===== src/rtl/capture_sequencer.sv =====
// Acquisition sequencer for one logic-analyser capture: programs the trigger
// delay stage, then drives sample-RAM writes through pre-fill, trigger wait and post-fill.
module capture_sequencer #(
  parameter int          ADDR_W  = 12,
  parameter logic [10:0] DLY_RST = 11'd100
) (
  input  logic              CLK,
  input  logic              RSTn,
  input  logic              cfg_we,
  input  logic [10:0]       cfg_delay,
  input  logic [ADDR_W-1:0] cfg_pre,
  input  logic [ADDR_W-1:0] cfg_post,
  input  logic              arm,
  input  logic              abort,
  input  logic              trig_in,
  output logic              ENTrig,
  output logic [7:0]        delayH,
  output logic [2:0]        delayL,
  output logic              setdelay,
  output logic              wr_en,
  output logic [ADDR_W-1:0] wr_addr,
  output logic [ADDR_W-1:0] trig_addr,
  output logic              busy,
  output logic              done
);

  typedef enum logic [2:0] {
    S_IDLE  = 3'd0,
    S_LOAD1 = 3'd1,
    S_LOAD2 = 3'd2,
    S_PRE   = 3'd3,
    S_WAIT  = 3'd4,
    S_POST  = 3'd5,
    S_DONE  = 3'd6
  } state_t;

  state_t            state, nxt;
  logic              accept;
  logic [10:0]       dly_q;
  logic [ADDR_W-1:0] pre_q, post_q, cnt;

  always_ff @(posedge CLK or negedge RSTn) begin
    if (!RSTn) state <= S_IDLE;
    else       state <= nxt;
  end

  always_comb begin
    nxt    = state;
    accept = 1'b0;
    if (abort) begin
      nxt = S_IDLE;
    end else begin
      case (state)
        S_IDLE, S_DONE: if (arm) nxt = S_LOAD1;
        S_LOAD1:        nxt = S_LOAD2;
        S_LOAD2:        nxt = (pre_q != '0) ? S_PRE : S_WAIT;
        S_PRE:          if (cnt == pre_q - ADDR_W'(1)) nxt = S_WAIT;
        S_WAIT: begin
          // trig_in is only qualified here; PRE and LOAD* ignore it
          if (trig_in) begin
            accept = 1'b1;
            nxt    = (post_q != '0) ? S_POST : S_DONE;
          end
        end
        S_POST:         if (cnt == post_q - ADDR_W'(1)) nxt = S_DONE;
        default:        nxt = S_IDLE;
      endcase
    end
  end

  // Outputs are registered from the next-state decode so they flip with the state.
  always_ff @(posedge CLK or negedge RSTn) begin
    if (!RSTn) begin
      dly_q     <= DLY_RST;
      pre_q     <= '0;
      post_q    <= '0;
      cnt       <= '0;
      ENTrig    <= 1'b0;
      delayH    <= '0;
      delayL    <= '0;
      setdelay  <= 1'b0;
      wr_en     <= 1'b0;
      wr_addr   <= '0;
      trig_addr <= '0;
      busy      <= 1'b0;
      done      <= 1'b0;
    end else begin
      if (cfg_we && (state == S_IDLE || state == S_DONE)) begin
        dly_q  <= cfg_delay;
        pre_q  <= cfg_pre;
        post_q <= cfg_post;
      end
      ENTrig   <= (nxt == S_PRE) || (nxt == S_WAIT);
      wr_en    <= (nxt == S_PRE) || (nxt == S_WAIT) || (nxt == S_POST);
      busy     <= (nxt != S_IDLE) && (nxt != S_DONE);
      done     <= (nxt == S_DONE);
      setdelay <= (nxt == S_LOAD2);
      cnt      <= (state == S_PRE || state == S_POST) ? cnt + ADDR_W'(1) : '0;
      if (nxt == S_LOAD1) begin
        delayH    <= dly_q[10:3];
        delayL    <= dly_q[2:0];
        wr_addr   <= '0;
        trig_addr <= '0;
      end else begin
        if (wr_en)  wr_addr   <= wr_addr + ADDR_W'(1);
        if (accept) trig_addr <= wr_addr;
      end
    end
  end

endmodule


===== config.mk =====
export PLATFORM = sky130hd
export DESIGN_NAME = capture_sequencer
export DESIGN_NICKNAME = d
export VERILOG_FILES = /design/src/rtl/capture_sequencer.sv
export SDC_FILE = /design/constraint.sdc
export NUM_CORES = 1
export LEC_CHECK = 0
export ABC_CLOCK_PERIOD_IN_PS = 3900
export BUFFER_PORTS_ARGS = -buffer_cell sky130_fd_sc_hd__clkbuf_2
export CORE_UTILIZATION = 40
export DETAILED_ROUTE_END_ITERATION = 16
export GPL_ROUTABILITY_DRIVEN = 0
export GPL_TIMING_DRIVEN = 0
export PLACE_DENSITY = 0.61
export SYNTH_ARGS = -nofsm -noshare
export SYNTH_HDL_FRONTEND = slang
export SYNTH_SLANG_ARGS = --single-unit

===== constraint.sdc =====
create_clock -name CLK -period 3.9 [get_ports CLK]
set_input_delay 0.78 -clock CLK [delete_from_list [all_inputs] [get_ports CLK]]
set_output_delay 0.78 -clock CLK [all_outputs]
set_load 0.03 [all_outputs]

==> summary.md <==
| Metric | Value |
|---|---|
| Post-synth top area share | `between 40% and 50%` |
| Ys Warns | `0` |
| Clock latency on the worst-skew pair | `about 330 ps` |
| Most frequent cells in the layout | `87 x dfrtp_1, 79 x clkbuf_2, 57 x nor2_1, 38 x mux2_2, 26 x xor2_1` |
| Crit share post-route | `just over 90%` |
| Yosys top cell by area | `dfrtp_1` |
| Global-route wire length before repair | `between 15 and 20 mm` |
| Setup TNS | `0 ps` |
| Worst r2r src | `pre_q[2]$_DFFE_PN0P_` |
| Die area | `~12000 µm²` |
| Core occupancy in the finished layout | `about half` |
| Drt initial violations | `approximately 120` |
| Clock skew after layout | `6.34 ps` |
| CP arrival | `approximately 3800 ps` |
| H-tree levels | `3` |
| Worst setup path class | `register to register` |
| Grt ovf | `0` |
| Top cells by area, synth | `dfrtp_1 47%, mux2_2 9.3%, xor2_1 5.0%` |
| Max-Cap Viols | `0` |
| Setup Buffers After CTS | `0` |
| DR WL/cell | `roughly 15 µm` |
| N_diodes | `0` |
| Row count | `38` |
| Die H | `about 110 µm` |
| Buf/Inv on CP | `2` |
| GR Util All Layers | `17.2%` |
| Hold Buf Count CTS | `0` |
| Layout area overhead | `20.5%` |
| Post-DP HPWL | `7.03 mm` |
| Placed instance count | `640` |
| Number of port buffers | `80` |
| Peak supply drop | `between 0.2 and 0.3 mV` |
| R2R Path End | `delayL[2]$_DFFE_PN0N_` |
| Syn_nets | `~460` |
| Synth Area in XOR/XNOR | `9.16%` |
| Ports | `just over 80` |
| Core footprint | `approximately 11000 µm²` |
| Power per Cell Area | `543 nW/µm²` |
| Vias in the first global route | `roughly 3200` |
| Most used DFF post-synth | `dfrtp_1` |
| Die Width | `around 110 µm` |
| R2R setup slack | `~330 ps` |
| Clk root buf | `clkbuf_16` |
| Total Routed Length | `~9.6 mm` |
| Clock transition at path regs | `60 ps` |
| Synthesized area per cell | `11.0 µm²` |
| Post-route ant nets | `0` |
| Synth Area in Compound Gates | `7.14%` |
| Max-slew headroom | `49.6%` |
| Crit path capture type | `register` |
| Layout cells sized above 1 | `30.3%` |
| Max Fclk | `roughly 280 MHz` |
| Crit-path cells | `or4_1 > buf_2 > or4_1 > o311a_1 > a211oi_2 > a21oi_2 > a311oi_4 > nor3b_4 > buf_4 > mux2_2` |
| Via count | `about 3400` |
| Post-synth EDFFs | `0` |
| Post-synthesis simple-gate area fraction | `16.5%` |
| Post-synth ARST share | `100%` |
| CP Launch Type | `register` |
| Non-filler cells, final | `approximately 660` |
| Fin crit period | `~3600 ps` |
| Pleak | `2.44 nW` |
| Clk buf depth | `2` |
| Slew Limit Fails | `0` |
| Num CTS Buffers | `9` |
| Fin. Hold Viols | `0` |
| Initial antenna violation count | `0` |
| CTS sink count | `90` |
| HP Class | `input port to asynchronous set/reset pin` |
| Status | `finished, final reports clean` |
| Commonest non-fill, non-tap cell in the layout | `dfrtp_1` |
| Yosys cell types | `58` |
| Crit path max fanout | `8` |
| Post-CTS sizing | `0` |
| Critical path's slowest cell | `or4_1` |
| Largest net degree at the start of global routing | `63` |
| Critical path's top delay family | `simple AND/OR/NAND/NOR gates` |
| Initial core utilization | `between 40% and 50%` |
| Pin slew with the least headroom to its limit | `between 700 and 800 ps` |
| Part of the Yosys area used for sequential elements | `between 40% and 50%` |
| Required time of the worst setup path | `around 4100 ps` |
| FF+latch count, synth | `90` |
| Cell count of the worst reg-to-reg path | `10` |
| Nets | `~560` |
| RSZ-0062 raised after global routing | `false` |
| Adder-Cell Fraction of Synth Area | `under 10%` |
| Worst path max stage delay | `530 ps` |
| TritonRoute pass-1 iters | `4` |
| Mapped Cells | `about 420` |
| Post-route DRC | `0` |
| Post-synthesis mux area share | `between 10% and 20%` |
| Largest family of logic cells by synthesized area | `simple AND/OR/NAND/NOR gates` |
| Synth Cell Area | `4590 µm²` |
| Final number of setup-violating endpoints | `0` |
| TritonCTS clock tree | `built` |
| Routed vias/inst | `about 5` |
| Most frequent CP cell | `or4_1` |
==> stage by stage <==
| stage | power [mW] | hold WS, ps | cell area (µm²) | setup WS [ps] |
|---|---|---|---|---|
| floorplan | 1.85 | 475 | 4590 | 519 |
| global placement | 2.07 | 484 | 5160 | 157 |
| detailed placement | 2.09 | 496 | 5190 | 116 |
| CTS | 3.03 | 419 | 5510 | 86.1 |
| global route | 3.18 | 443 | 5530 | 47.7 |
| finish | 3.00 | 416 | 5530 | 327 |
==> sequential cells by signal, summed over array words and instances (netlist names) <==
signal,cells
done,1
delayH,8
post_q,12
setdelay,1
delayL,3
pre_q,12
dly_q,11
trig_addr,12
busy,1
wr_en,1
ENTrig,1
cnt,12
state,3
wr_addr,12
==> synthesized netlist by cell type, types with 2 or more instances <==
cell type  number
or4_1           5
nor3_1          6
inv_1           7
nand3_1        11
nor4_1          3
nor2b_1         2
or3_1           4
ha_1            4
a21oi_1         6
xor2_1         26
xnor2_1        22
buf_6           3
mux2i_1        14
o21ai_0        12
and2_1          2
or2_2           2
nand2b_1        6
nor2_1         57
nand4_1         7
a31oi_1         4
and4_1          2
clkbuf_1       19
mux2_2         38
o211ai_1        5
nand3b_1        2
mux2_4          4
dfrtp_1        87
and3_1          4
or3b_2          2
nand4b_1        4
nand2_1        20
dfstp_2         3
==> worst max path at each step <==
stage	from	end	slack, ps	depth (start not counted)
3_5_place_dp	pre_q[2]$_DFFE_PN0P_	delayH[3]$_DFFE_PN0N_	120	10
5_1_grt	post_q[0]$_DFFE_PN0P_	delayH[4]$_DFFE_PN0N_	50	12
6_report	pre_q[2]$_DFFE_PN0P_	delayL[2]$_DFFE_PN0N_	330	10
3_3_place_gp	pre_q[2]$_DFFE_PN0P_	delayH[6]$_DFFE_PN0N_	160	10
2_1_floorplan	pre_q[2]$_DFFE_PN0P_	delayH[3]$_DFFE_PN0N_	520	10
4_1_cts	pre_q[2]$_DFFE_PN0P_	delayH[5]$_DFFE_PN0N_	90	10
==> area by class of cell <==
cell class / count / area, µm²
Multi-Input combinational cell: 299 / 2200
Clock inverter: 5 / 87.6
Tap cell: 140 / 175
Clock buffer: 11 / 233
Buffer: 23 / 110
Sequential cell: 90 / 2260
Fill cell: 1038 / 5500
Inverter: 7 / 26.3
Timing Repair Buffer: 83 / 445
==> metal layers <==
layer  part of all wire (%)  GRT usage (%)  vias to the layer above  routed length [µm]
met2                     47           26.9                       78                4470
met3                    4.7           3.65                       12                 452
met5                      0              0                        -                   0
met4                    1.7           7.05                        0                 167
met1                     47           23.2                     1632                4480
li1                       -              -                     1667                   -
==> power by group <==
| part | internal [mW] | switching (mW) |
|---|---|---|
| clock network | 0.568 | 0.357 |
| registers | 1.11 | 0.153 |
| logic | 0.360 | 0.456 |
| total | 2.04 | 0.966 |
==> cells by family (layout without fill, tap and decap cells) <==
family / after synthesis / count (layout)
AO/OA/AOI/OAI: 44 / 44
XOR/XNOR: 48 / 48
flip-flops: 90 / 90
multiplexers: 57 / 57
adder cells (fa/ha/maj): 4 / 4
buffers and inverters: 30 / 129
AND/OR/NAND/NOR: 146 / 146
Power figures use the tool's default switching activity.
